<file path="src/rtl/toggle_evt_if.sv">
// toggle_evt_if: request, event handshake and status bundle for
// the toggle-handshake responder.
interface toggle_evt_if #(
  parameter int PW    = 3,
  parameter int CNT_W = 8
);
  logic             req_t;
  logic             evt_pulse;
  logic             evt_valid;
  logic             evt_ready;
  logic             ack_t;
  logic [PW-1:0]    pend_cnt;
  logic [CNT_W-1:0] total_cnt;
  logic             ovf;
  logic             clr_ovf;

  modport master (
    output req_t,
    output evt_ready,
    output clr_ovf,
    input  evt_pulse,
    input  evt_valid,
    input  ack_t,
    input  pend_cnt,
    input  total_cnt,
    input  ovf
  );

  modport slave (
    input  req_t,
    input  evt_ready,
    input  clr_ovf,
    output evt_pulse,
    output evt_valid,
    output ack_t,
    output pend_cnt,
    output total_cnt,
    output ovf
  );
endinterface

</file>
<file path="src/rtl/toggle_evt_responder.sv">
// toggle_evt_responder: receiving end of the two-phase toggle handshake.
// Decodes synchronised req_t edges into buffered valid/ready events.
module toggle_evt_responder #(
  parameter int SYNC_STAGES = 2,
  parameter int PEND_MAX    = 4,
  parameter int CNT_W       = 8,
  parameter int PW          = $clog2(PEND_MAX + 1)
) (
  input  logic  clk,
  input  logic  rst_n,
  toggle_evt_if.slave bus
);

  localparam int ARM_N = SYNC_STAGES + 1;
  localparam int AW    = $clog2(ARM_N + 1);

  localparam logic [AW-1:0] ARM_DONE = AW'(ARM_N);
  localparam logic [PW-1:0] PMAX     = PW'(PEND_MAX);

  typedef enum logic [1:0] {
    S_IDLE,
    S_PEND,
    S_FULL
  } state_e;

  logic [SYNC_STAGES-1:0] sync_q, sync_d;
  logic                   req_prev_q;
  logic [AW-1:0]          arm_q, arm_d;

  state_e                 state_q, state_d;
  logic [PW-1:0]          pend_q, pend_d;
  logic                   valid_q, valid_d;
  logic                   pulse_q, pulse_d;
  logic                   ack_q, ack_d;
  logic                   ovf_q, ovf_d;
  logic [CNT_W-1:0]       total_q, total_d;

  logic s;
  logic armed;
  logic det;
  logic cons;
  logic drop;

  assign s      = sync_q[SYNC_STAGES-1];
  assign sync_d = {sync_q[SYNC_STAGES-2:0], bus.req_t};

  // Hold off detection until the chain holds real req_t samples
  assign armed = (arm_q == ARM_DONE);
  assign arm_d = armed ? arm_q : arm_q + AW'(1);

  assign det  = armed & (s ^ req_prev_q);
  assign cons = valid_q & bus.evt_ready;

  always_comb begin
    pend_d = pend_q;
    drop   = 1'b0;
    unique case ({det, cons})
      2'b10: begin
        if (state_q == S_FULL) drop = 1'b1;
        else pend_d = pend_q + PW'(1);
      end
      2'b01:   pend_d = pend_q - PW'(1);
      default: pend_d = pend_q;
    endcase
  end

  always_comb begin
    state_d = S_PEND;
    unique case (1'b1)
      (pend_d == '0):   state_d = S_IDLE;
      (pend_d == PMAX): state_d = S_FULL;
      default:          state_d = S_PEND;
    endcase
  end

  // Drop beats clear when both land on the same edge
  assign ovf_d   = drop | (ovf_q & ~bus.clr_ovf);
  assign valid_d = (state_d != S_IDLE);
  assign pulse_d = det;
  assign ack_d   = ack_q ^ cons;
  assign total_d = total_q + CNT_W'(det);

  always_ff @(posedge clk or negedge rst_n) begin
    if (!rst_n) begin
      sync_q     <= '0;
      req_prev_q <= 1'b0;
      arm_q      <= '0;
    end else begin
      sync_q     <= sync_d;
      req_prev_q <= s;
      arm_q      <= arm_d;
    end
  end

  always_ff @(posedge clk or negedge rst_n) begin
    if (!rst_n) begin
      state_q <= S_IDLE;
      pend_q  <= '0;
      valid_q <= 1'b0;
      pulse_q <= 1'b0;
      ack_q   <= 1'b0;
      ovf_q   <= 1'b0;
      total_q <= '0;
    end else begin
      state_q <= state_d;
      pend_q  <= pend_d;
      valid_q <= valid_d;
      pulse_q <= pulse_d;
      ack_q   <= ack_d;
      ovf_q   <= ovf_d;
      total_q <= total_d;
    end
  end

  assign bus.evt_pulse = pulse_q;
  assign bus.evt_valid = valid_q;
  assign bus.ack_t     = ack_q;
  assign bus.pend_cnt  = pend_q;
  assign bus.total_cnt = total_q;
  assign bus.ovf       = ovf_q;

endmodule
</file>
<file path="src/flat_wrapper.sv">
// flat-port wrapper written by rule: the top's interface ports become plain ports
module toggle_evt_responder_flat 
#(
  parameter int SYNC_STAGES = 2,
  parameter int PEND_MAX    = 4,
  parameter int CNT_W       = 8,
  parameter int PW          = $clog2(PEND_MAX + 1)
)
  (clk, rst_n, bus_req_t, bus_evt_ready, bus_clr_ovf, bus_evt_pulse, bus_evt_valid, bus_ack_t, bus_pend_cnt, bus_total_cnt, bus_ovf);
  toggle_evt_if #(.PW(PW), .CNT_W(CNT_W)) bus_i ();
  input  logic clk;
  input  logic rst_n;
  input wire logic [$bits(bus_i.req_t)-1:0] bus_req_t;
  input wire logic [$bits(bus_i.evt_ready)-1:0] bus_evt_ready;
  input wire logic [$bits(bus_i.clr_ovf)-1:0] bus_clr_ovf;
  output wire logic [$bits(bus_i.evt_pulse)-1:0] bus_evt_pulse;
  output wire logic [$bits(bus_i.evt_valid)-1:0] bus_evt_valid;
  output wire logic [$bits(bus_i.ack_t)-1:0] bus_ack_t;
  output wire logic [$bits(bus_i.pend_cnt)-1:0] bus_pend_cnt;
  output wire logic [$bits(bus_i.total_cnt)-1:0] bus_total_cnt;
  output wire logic [$bits(bus_i.ovf)-1:0] bus_ovf;
  assign bus_i.req_t = bus_req_t;
  assign bus_i.evt_ready = bus_evt_ready;
  assign bus_i.clr_ovf = bus_clr_ovf;
  assign bus_evt_pulse = bus_i.evt_pulse;
  assign bus_evt_valid = bus_i.evt_valid;
  assign bus_ack_t = bus_i.ack_t;
  assign bus_pend_cnt = bus_i.pend_cnt;
  assign bus_total_cnt = bus_i.total_cnt;
  assign bus_ovf = bus_i.ovf;
  toggle_evt_responder #(.SYNC_STAGES(SYNC_STAGES), .PEND_MAX(PEND_MAX), .CNT_W(CNT_W), .PW(PW)) u_core (.clk(clk), .rst_n(rst_n), .bus(bus_i));
endmodule
</file>
<file path="config.mk">
export PLATFORM = sky130hd
export DESIGN_NAME = toggle_evt_responder_flat
export DESIGN_NICKNAME = d
export VERILOG_FILES = /design/src/rtl/toggle_evt_if.sv /design/src/rtl/toggle_evt_responder.sv /design/src/flat_wrapper.sv
export SDC_FILE = /design/constraint.sdc
export NUM_CORES = 1
export LEC_CHECK = 0
export BUFFER_PORTS_ARGS = -buffer_cell sky130_fd_sc_hd__buf_2
export CORE_MARGIN = 2
export CORE_UTILIZATION = 46
export CTS_CLUSTER_SIZE = 12
export DETAILED_ROUTE_END_ITERATION = 8
export PLACE_DENSITY = 0.72
export SETUP_SLACK_MARGIN = 0.05
export SYNTH_ARGS = -nofsm -noshare
export SYNTH_HDL_FRONTEND = slang
export SYNTH_SLANG_ARGS = --single-unit
export TNS_END_PERCENT = 50
</file>
<file path="constraint.sdc">
create_clock -name clk -period 1.9 [get_ports clk]
set_clock_uncertainty 0.05 [all_clocks]
set_input_delay 0.38 -clock clk [delete_from_list [all_inputs] [get_ports clk]]
set_output_delay 0.38 -clock clk [all_outputs]
set_load 0.05 [all_outputs]
</file>
### After elaboration in Yosys (flattened, before gate mapping)

Cells that the tools add are included.
Widths: inputs -> output; s select.

| storage, ports and cells | value |
|---|---|
| register bits | 22 |
| bits of input ports | 5 |
| output and inout port bits | 15 |
| logic and storage cells | 33 |

| operators by class | value |
|---|---|
| add/subtract/negate cells | 4 |
| eq/ne operators | 5 |
| multiplexer cells | 5 |
| bitwise operators | 7 |
| reductions and logical operators | 2 |

Operators by type and width:

| operator | number |
|---|---|
| $add 8x1->8 | 1 |
| $eq 2x2->1 const B | 3 |
| $pmux 3 s2 | 1 |
| $pmux 2 s2 | 1 |
| $add 3x1->3 const B | 1 |
| $and 1x1->1 | 3 |
| $eq 3x3->1 const B | 1 |
| $logic_not 3->1 | 1 |
| $mux 3 | 1 |
| $sub 3x1->3 const B | 1 |
| $add 2x1->2 const B | 1 |
| $eq 2x1->1 const B | 1 |
| $mux 1 | 2 |
| $reduce_bool 2->1 | 1 |
| $xor 1x1->1 | 2 |
| $not 1->1 | 1 |
| $or 1x1->1 | 1 |

### Longest topological paths before layout

Gate-level depths: netlist (run 1).

| depth | value |
|---|---|
| depth in word-level cells | 7 |
| mapped depth | 8 |
| depth with buffers taken out | 8 |

### Least setup slack after synthesis (run 1)

OpenSTA, ideal clock, no wires.

| timing | value |
|---|---|
| path kind | reg2reg |
| start point | register u_core.valid_q, in the netlist u_core.bus.evt_valid |
| end point | register u_core.valid_q, in the netlist u_core.bus.evt_valid |
| setup time | 0.135 ns |
| arrival time | 1.795 ns |
| data required time | 1.715 ns |
| slack | -0.080 ns |
| stages on the path, launching flop included | 7 |
| buffers on the path | 0 |
| clock period less this slack | 1.980 ns |
| cell sequence | dfrtp_1 -> nand2_1 -> ha_1 -> and3b_4 -> o41ai_2 -> o31a_2 -> nand4bb_1 |

| on the way | value |
|---|---|
| longest elaborated chain between the ends | 6 |

Ends and longest elaborated chain:

| item | line | RTL |
|---|---|---|
| start: declaration | toggle_evt_responder.sv:32 | `logic valid_q, valid_d;` |
| start signal: assignment | toggle_evt_responder.sv:107 | `valid_q <= valid_d;` |
| $and 1x1->1 * | toggle_evt_responder.sv:52 | `assign cons = valid_q & bus.evt_ready;` |
| $eq 2x1->1 / $eq 2x2->1 (equally long branches) | toggle_evt_responder.sv:57 | `unique case ({det, cons})` |
| $pmux 3 s2 * | toggle_evt_responder.sv:57 |  |
| $eq 3x3->1 / $logic_not 3->1 (equally long branches) | toggle_evt_responder.sv:71, toggle_evt_responder.sv:70 |  |
| $pmux 2 s2 * | toggle_evt_responder.sv:69 | `unique case (1'b1)` |
| $reduce_bool 2->1 * | toggle_evt_responder.sv:78 | `assign valid_d = (state_d != S_IDLE);` |
| named net u_core.valid_d | toggle_evt_responder.sv:32 |  |

The timed path passes the listed nets; every way through them passes the cells marked *.
A chain may end at the register's enable or synchronous reset.

### Worst setup path in the final report (run 1)

| timing | value |
|---|---|
| start point | register u_core.req_prev_q |
| end point | register u_core.total_q[7], in the netlist u_core.bus.total_cnt[7] |

| on the way | value |
|---|---|
| longest elaborated chain between the ends | 3 |

Ends and longest elaborated chain:

| item | line | RTL |
|---|---|---|
| start: declaration | toggle_evt_responder.sv:27 | `logic req_prev_q;` |
| start signal: assignment | toggle_evt_responder.sv:90 | `req_prev_q <= s;` |
| $xor 1x1->1 | toggle_evt_responder.sv:51 | `assign det = armed & (s ^ req_prev_q);` |
| $and 1x1->1 | toggle_evt_responder.sv:51 |  |
| named net u_core.det | toggle_evt_responder.sv:40 | `logic det;` |
| $add 8x1->8 | toggle_evt_responder.sv:81 | `assign total_d = total_q + CNT_W'(det);` |
| named net u_core.total_d[7] | toggle_evt_responder.sv:36 | `logic [CNT_W-1:0] total_q, total_d;` |
| end signal: assignment | toggle_evt_responder.sv:111 | `total_q <= total_d;` |
| end: declaration | toggle_evt_responder.sv:36 |  |

The timed path passes the listed nets, and every way through them passes these cells.

==> results of run 1 <==
==> cell families (layout without fill, tap and decap cells) <==
kind of cell | after synthesis | in the layout | synth area share [%]
flops | 22 | 22 | 58.3
simple gates | 20 | 20 | 12.6
compound gates | 10 | 10 | 7.95
xor+xnor | 9 | 9 | 8.34
fa+ha+maj | 7 | 7 | 9.27
buf+inv | 6 | 34 | 2.38
mux | 1 | 1 | 1.19
==> state kept, by name, indices dropped and copies added, names as in the netlist <==
register / flops
u_core.arm_q: 2
u_core.bus.ack_t: 1
u_core.bus.evt_pulse: 1
u_core.bus.evt_valid: 1
u_core.bus.ovf: 1
u_core.bus.pend_cnt: 3
u_core.bus.total_cnt: 8
u_core.req_prev_q: 1
u_core.state_q: 2
u_core.sync_q: 2
==> layout by cell type (no fill, tap or decap), types with 3 or more instances in the layout <==
cell | netlist | routed
sky130_fd_sc_hd__inv_1 | 6 | 5
sky130_fd_sc_hd__nand2_1 | 4 | 3
sky130_fd_sc_hd__xnor2_1 | 6 | 6
sky130_fd_sc_hd__dfrtp_1 | 22 | 21
sky130_fd_sc_hd__clkbuf_4 | 0 | 3
sky130_fd_sc_hd__o21ai_2 | 0 | 3
sky130_fd_sc_hd__buf_2 | 0 | 19
sky130_fd_sc_hd__ha_1 | 7 | 4
sky130_fd_sc_hd__buf_4 | 0 | 4
sky130_fd_sc_hd__nand3_1 | 3 | 3
==> repair_timing <==
item                       in CTS  in global routing
gates resized for setup         4                  7
hold buffers                    1                  0
hold endpoints to repair       22                  0
pin swaps                       2                  0
setup endpoints to repair       4                  5
gates cloned                    0                  0
setup buffers                   2                  0
==> stage by stage <==
step	power (W)	cell area [um2]	setup WS, ps	setup TNS (ps)
floorplan	0.00150	951	51.8	0
global placement	0.00171	1090	38.9	0
detailed placement	0.00173	1090	-48.4	-80.8
CTS	0.00200	1170	52.3	0
global route	0.00215	1190	-47.3	-110
finish	0.00202	1190	62.9	0
==> cell usage after synthesis <==
cell	number
sky130_fd_sc_hd__and3b_4	1
sky130_fd_sc_hd__ha_1	7
sky130_fd_sc_hd__o21ai_1	1
sky130_fd_sc_hd__inv_1	6
sky130_fd_sc_hd__xor2_1	3
sky130_fd_sc_hd__a31oi_1	1
sky130_fd_sc_hd__nor2_1	2
sky130_fd_sc_hd__nand4bb_1	1
sky130_fd_sc_hd__o21ai_0	3
sky130_fd_sc_hd__xnor2_1	6
sky130_fd_sc_hd__nand2_1	4
sky130_fd_sc_hd__a21oi_1	1
sky130_fd_sc_hd__and3_1	1
sky130_fd_sc_hd__nor2b_1	2
sky130_fd_sc_hd__dfrtp_1	22
sky130_fd_sc_hd__nor3_1	1
sky130_fd_sc_hd__a21o_2	1
sky130_fd_sc_hd__a32oi_1	1
sky130_fd_sc_hd__o41ai_2	1
sky130_fd_sc_hd__mux2_2	1
sky130_fd_sc_hd__nand3_1	3
sky130_fd_sc_hd__nor2b_2	1
sky130_fd_sc_hd__or2_2	2
sky130_fd_sc_hd__o31a_2	1
sky130_fd_sc_hd__nand2b_1	1
sky130_fd_sc_hd__or2_1	1
==> worst max-delay path, delay by kind of cell, from the launching register on <==
| family | cells | cell delay (ps) |
|---|---|---|
| buf+inv | 1 | 70 |
| simple gates | 4 | 680 |
| fa+ha+maj | 1 | 190 |
| flops | 1 | 420 |
| xor+xnor | 2 | 350 |
==> cell type report <==
class | instances | area share, %
sequential | 22 | 46.2
timing repair buffer | 24 | 11.3
clock buffer | 4 | 3.04
inverter | 6 | 1.88
tap | 27 | 2.83
multi-input combinational | 47 | 34.8
==> power by group through the flow <==
stage	clock network (W)	registers (W)	logic (W)
final	0.000245	0.000753	0.00102
after global routing	0.000277	0.000776	0.00109
after CTS	0.000255	0.000749	0.00100
after detailed placement	0	0.000758	0.000972
after global placement	0	0.000755	0.000956
after floorplan	0	0.00119	0.000309
==> metal layers <==
| layer | vias up | part of all wire (%) |
|---|---|---|
| met5 | - | 0 |
| met4 | 0 | 0.51 |
| met3 | 2 | 5.0 |
| met2 | 16 | 51 |
| met1 | 310 | 43 |
| li1 | 311 | - |
==> worst max path at each step <==
stage / end / slack, ps
after floorplan: u_core.bus.evt_valid / 50
after global placement: u_core.bus.evt_valid / 40
after detailed placement: u_core.state_q[0] / -50
after CTS: u_core.bus.evt_valid / 50
after global routing: u_core.state_q[1] / -50
final: u_core.bus.total_cnt[7] / 60
==> run summary, run 1 <==
In this run the clock root is driven by a sky130_fd_sc_hd__clkbuf_4. After detailed routing, the number of vias per cell comes to between 4 and 5. The total clock buffers created by CTS is 3. The hold-critical path endpoint is u_core.sync_q[0]. Of the cells placed in the final design, the portion with a size suffix greater than 1 is a little over two fifths.

The critical path startpoint is u_core.req_prev_q. The area of the core region came out at roughly 0.002 mm2. In this run the critical register-to-register path is captured at u_core.bus.total_cnt[7]. The hold path startpoint is bus_req_t. After the flow finishes, the layout carries non-filler instances totaling 130.

The number of standard-cell rows in the floorplan is 16. The largest net degree at the start of global routing is 23. The wire length after detailed routing is about 1600 um. The clock latency at the later pin of the worst-skew pair came out at 300 ps.

Measured along the x axis, the die boundary spans between 40 and 50 um. Walking the worst path, the cells encountered are xor2_2, nand2_4, inv_2, ha_1, and3_1, nand3_1, or2_2, xnor2_1. The startpoint of the lowest-slack register-to-register path is u_core.req_prev_q. The worst setup path is captured at a flop.

The via count of the first global-routing pass is between 600 and 700. The number of nets in the synthesized netlist is between 80 and 90. The maximum vdd ir drop came out at 0.00112 V. The biggest fanout along the worst timing path came out at 3.

The hold violation total from the final report is 0. The final-layout worst hold slack is approximately 140 ps. For this run, the number of Yosys warnings is 0. At the end of routability-driven placement, the weighted congestion stood at between 0.8 and 0.9.

Counting along the longest clock path gives a buffer depth of 2. The areal power density over the cells came out at 1690 mW/mm2. The met3 layer usage reported by global route came out at under 10%. The critical path is of the reg2reg type. The startpoint type of the worst setup path is a flop. The initial utilization of the core area, before any placement, comes to 48.6%. The number of antenna diodes in the final layout is 0. In this design, the stage delay of the slowest critical-path cell is 420 ps. The switching fraction of total power is between 40% and 50%. The largest area contributor in the synthesized netlist is sky130_fd_sc_hd__dfrtp_1.

The synthesized design contains 22 register bits. Global routing finished with a remaining overflow of 0. Setup repair after global routing could not meet its margin everywhere.

The area taken by flip-flops and latches is 552 um2. The max-slew headroom at the worst pin came out at 69.2%. The wire length of the first global-routing pass came out at between 2000 and 3000 um. The total area of multi-input combinational cells is 415 um2.

The clock sink total came out at 22. Counting instances, the worst hold path has a depth of 1. The post-detailed-route wirelength per cell came out at 12.1 um.

The class of the most critical hold timing path is in2reg. Data on the critical path arrives at its endpoint at 1980 ps. For the worst setup path, the data required time is 2050 ps. During placement, the flow inserted port buffers numbering 19. The clock transition at the register clock pins on the worst setup and hold paths after CTS came out at 120 ps. The number of H-tree branching levels is 1.

Timing would allow up to roughly 0.54 GHz. In this run the biggest area consumer among cell types represents about 60% of the synthesized area. The actual slew at the worst max-slew pin came out at 462 ps. The count of cells along the worst register-to-register path is 8. In the global route stage, met2 resource usage came out at between 20% and 30%. From synthesis to final layout, the design area changed by 26.5%.

The internal power contribution is 0.00105 W. After synthesis, the cell types taking the most area are sky130_fd_sc_hd__dfrtp_1, sky130_fd_sc_hd__ha_1, sky130_fd_sc_hd__xnor2_1. The number of slew-limit violations in the final report is 0. The share of total power dissipated in sequential elements is between 30% and 40%. The sequential share of the synthesized area came out at between 50% and 60%.

The number of detailed-route iterations in the first pass came out at 4. The total die area came out at approximately 0.0024 mm2. Once detail routing completed, the nets flagged for antenna violations numbered 0. The met1 usage is a little under a fifth.

For this block, the via count after detailed routing is 639. The final HPWL from detailed placement is around 1200 um. The initial antenna violation count came to 0.

The final critical path takes up ~97% of the cycle. The slowest stage of the critical path is the sky130_fd_sc_hd__dfrtp_1 cell. The count of boundary I/O pins is 20.

The post-synthesis cell area came out at about 940 um2. The final number of setup-violating endpoints came out at 0. Combinational cells account for roughly half of the total power. The final core utilization came out at about three fifths. The static power due to leakage is 0.584 nW.

The remaining routing DRC violations came out at 0. The worst register-to-register path has a setup slack of approximately 63 ps. The synthesized area per cell is about 13 um2. The net switching power figure came out at 0.000976 W. The clock network fraction of total power came out at about 12%. The TritonCTS clock tree is yes. In the final design database the tool counted between 100 and 150 nets. The run finished with clean final reports. Counting tap cells, the placed design contains a total of roughly 120 instances.

The count of cell types in the netlist came out at 26. The number of DRC markers in iteration 0 is 4. The peak-usage layer in the global routing report is met2.

After filler insertion, the fill cell instance count of the layout stands at 164. The clock period minus worst slack is around 1800 ps. The all-layer global routing usage came out at between 10 and 15%. Max-cap violations in this run came to 0. After technology mapping, the gate count stands at 75. The height of the chip is 49.3 um.
(Power assumes the default switching activity.)
==> inputs of run 2 (changes only) <==
CORE_UTILIZATION = 36   (was 46)
PLACE_DENSITY = default   (was 0.72)
==> run 2 against run 1 <==
Cell area is 6.1% higher. Core utilization is 10 points lower. Total power is 7.1% higher. Worst setup slack better by 46 ps. Global-route usage is 2.6 points lower. Critical path depth stayed put. Critical endpoint is now u_core.bus.evt_valid. Highest routed layer unchanged.
==> run summary, run 2 (synthesis results as in run 1) <==
The static power due to leakage is 0.599 nW (was 0.584 nW). The clock latency at the later pin of the worst-skew pair came out at 300 ps (about the same). The fmax is 0.558 GHz (was 0.544 GHz).

The number of H-tree branching levels was 1 (unchanged). The post-synthesis to final-layout area growth is 34.2% (was 26.5%). The wire length after detailed routing is 1630 um (was 1570 um). The number of flip-flops in the largest register came out at 8 (unchanged).

The area taken by flip-flops and latches is 552 um2 (unchanged). The chip width came out at 55.2 um (was 49.3 um). The final-stage net count was 116 (unchanged). The net switching power figure is 0.000999 W (was 0.000976 W). The sequential share of power is 35.4% (was 37.2%). The required time of the critical path is 2030 ps (was 2050 ps). The hold violation total from the final report is 0 (unchanged). The combinational share of power was 48.6% (was 50.6%). The area of the core region came to 0.00248 mm2 (was 0.00194 mm2).

The final antenna diode count is 0 (unchanged). Outcome: complete, no violations (unchanged). The fraction of final layout cells with drive strength greater than 1 was 46.6% (was 43.7%). The clock transition at the register clock pins on the worst setup and hold paths after CTS came out at 120 ps (about the same). The final critical-path share of the clock period came to 94.3% (was 96.7%). The clock sink total came out at 22 (unchanged). The cell depth of the worst min-delay path came out at 1 (unchanged). The post-detailed-route wirelength per cell was 12.2 um (was 12.1 um).

The total number of vias came out at 642 (was 639). The height of the chip was 55.2 um (was 49.3 um). The most common library cell in the layout ignoring fill and taps is sky130_fd_sc_hd__dfrtp_1 (unchanged). The count of placed standard cells including taps is 127 (was 123).

The max-slew headroom at the worst pin is 68.3% (was 69.2%). The final HPWL from detailed placement is 1190 um (was 1180 um). The largest net degree at the start of global routing came out at 23 (unchanged). The final worst slack was 109 ps (was 62.9 ps). The number of inserted filler cells in the final layout is 249 (was 164).

The number of standard-cell rows in the floorplan is 18 (was 16). The category of the critical setup timing path is reg2reg (unchanged). The highest-delay cell along the critical path is sky130_fd_sc_hd__dfrtp_1 (unchanged). The total design power is 0.00217 W (was 0.00202 W). The final antenna-violating net count is 0 (unchanged).

The number of cells in the finished layout apart from fillers is 133 (was 130). The number of DRC markers in iteration 0 came out at 3 (was 4). The number of buffers added on ports is 19 (unchanged).

The average via count per standard cell is 4.83 (was 4.92). The post-placement cell area came out at 0.00111 mm2 (was 0.00109 mm2). The total area of multi-input combinational cells is 465 um2 (was 415 um2). The actual slew at the worst max-slew pin was 475 ps (was 462 ps). RSZ-0062 raised after global routing: true (unchanged). The worst setup timing slack at the placement stage came out at -25.1 ps (was -48.4 ps). The maximum root-to-sink buffer count came to 2 (unchanged). The initial antenna violation count was 0 (unchanged). The count of boundary I/O pins is 20 (unchanged). The cell depth of the worst setup path was 8 (unchanged). Most frequent cells in the layout: sky130_fd_sc_hd__dfrtp_1, sky130_fd_sc_hd__buf_2, sky130_fd_sc_hd__xnor2_1, sky130_fd_sc_hd__inv_1 (unchanged).

The total clock buffers created by CTS came to 3 (unchanged). The kind of capture point of the worst setup path is a flop (unchanged). The global-route congestion overflow total is 0 (unchanged). The TritonCTS clock tree is yes (unchanged).

The switching fraction of total power came to 46.1% (was 48.2%). The areal power density over the cells is 1710 mW/mm2 (was 1690 mW/mm2). The clock network fraction of total power came out at 16.0% (was 12.1%). The wire length of the first global-routing pass came out at 2890 um (was 2690 um). The startpoint type of the worst setup path is a flop (unchanged). The total die area is 0.00305 mm2 (was 0.00243 mm2).

The placer congestion estimate is 0.788 (was 0.880). The initial core utilization was 38.1% (was 48.6%). The clock period minus worst slack came out at 1790 ps (was 1840 ps). The root buffer cell is sky130_fd_sc_hd__clkbuf_4 (unchanged). The total negative setup slack came out at 0 ps (unchanged). The maximum vdd ir drop is 0.00112 V (about the same). The number of slew-limit violations in the final report came out at 0 (unchanged). Ordered cell list for the critical path: xor2_2, nand2_4, inv_4, ha_4, nor2b_4, o41ai_2, o31a_2, nand4bb_1 (was xor2_2, nand2_4, inv_2, ha_1, and3_1, nand3_1, or2_2, xnor2_1). The longest individual stage delay on the worst path is 420 ps (about the same). The final number of setup-violating endpoints came to 0 (unchanged). The count of cells along the worst register-to-register path came to 8 (unchanged). The count of maximum capacitance violations came to 0 (unchanged). The critical path buffer and inverter count came out at 1 (unchanged).

The internal power contribution is 0.00117 W (was 0.00105 W). The remaining routing DRC violations is 0 (unchanged). The largest delay contributor family on the critical path is compound AO/OA/AOI/OAI gates (was simple AND/OR/NAND/NOR gates). The biggest fanout along the worst timing path is 5 (was 3). The arrival time of the worst setup path is 1920 ps (was 1980 ps). The post-route standard cell area excluding fillers is 0.00127 mm2 (was 0.00119 mm2).

The all-layer global routing usage is 11.8% (was 14.4%). The via count of the first global-routing pass came out at 623 (was 631). The class of the most critical hold timing path is in2reg (unchanged). The number of detailed-route iterations in the first pass came out at 4 (unchanged).
## run 2: worst reg2reg max path, stage by stage, from the launching register on
cell and delay, ps:
sky130_fd_sc_hd__dfrtp_1 420, sky130_fd_sc_hd__xor2_2 190, sky130_fd_sc_hd__nand2_4 100, sky130_fd_sc_hd__inv_4 50, sky130_fd_sc_hd__ha_4 170, sky130_fd_sc_hd__nor2b_4 120, sky130_fd_sc_hd__o41ai_2 260, sky130_fd_sc_hd__o31a_2 210
sky130_fd_sc_hd__nand4bb_1 100
## run 2: layout make-up
| type | count | share of cell area (%) |
|---|---|---|
| clock buffers | 3 | 1.78 |
| clock inverters | 1 | 2.37 |
| inverters | 6 | 1.97 |
| multi-input cells | 47 | 36.7 |
| flip-flops and latches | 22 | 43.5 |
| well taps | 30 | 2.96 |
| repair buffers | 24 | 10.7 |
## run 2: repair_timing
action / in CTS / in global routing
cloned: 0 / 0
gates resized for setup: 11 / 9
pin swaps: 4 / 3
setup endpoints to repair: 5 / 4
buffers inserted: 0 / 1
hold buffers: 1 / 0
hold endpoints to repair: 22 / 0
## run 2: routing by layer
metal	vias up	global-route usage, %	share of wire [%]
met1	318	16.3	48
li1	308	-	-
met3	2	3.04	5.0
met2	14	18.0	47
met5	-	0	0
met4	0	4.18	0.49
## run 2: metrics by stage
stage | hold WS, ps | utilization (%)
after CTS | 107 | 49.3
after global routing | 91.7 | 51.2
final | 123 | 51.2
after detailed placement | 289 | 44.6
after floorplan | 34.4 | -
after global placement | 286 | 44.6
## run 2: final timing paths
check	endpoint	startpoint	slack [ps]
min reg2reg	u_core.sync_q[1]	u_core.sync_q[0]	320
max reg2reg	u_core.bus.evt_valid	u_core.req_prev_q	110
min	u_core.sync_q[0]	bus_req_t	120
max	u_core.bus.evt_valid	u_core.req_prev_q	110
min in group asynchronous	u_core.sync_q[0]	rst_n	500
max in group asynchronous	u_core.bus.evt_valid	rst_n	940
## run 2: power by group through the flow
stage                     clock (W)  combinational (W)  sequential, W
after floorplan                   0           0.000309        0.00119
after global placement            0           0.000978       0.000759
after detailed placement          0           0.000981       0.000764
after CTS                  0.000362            0.00102       0.000765
after global routing       0.000385            0.00113       0.000791
final                      0.000346            0.00105       0.000767
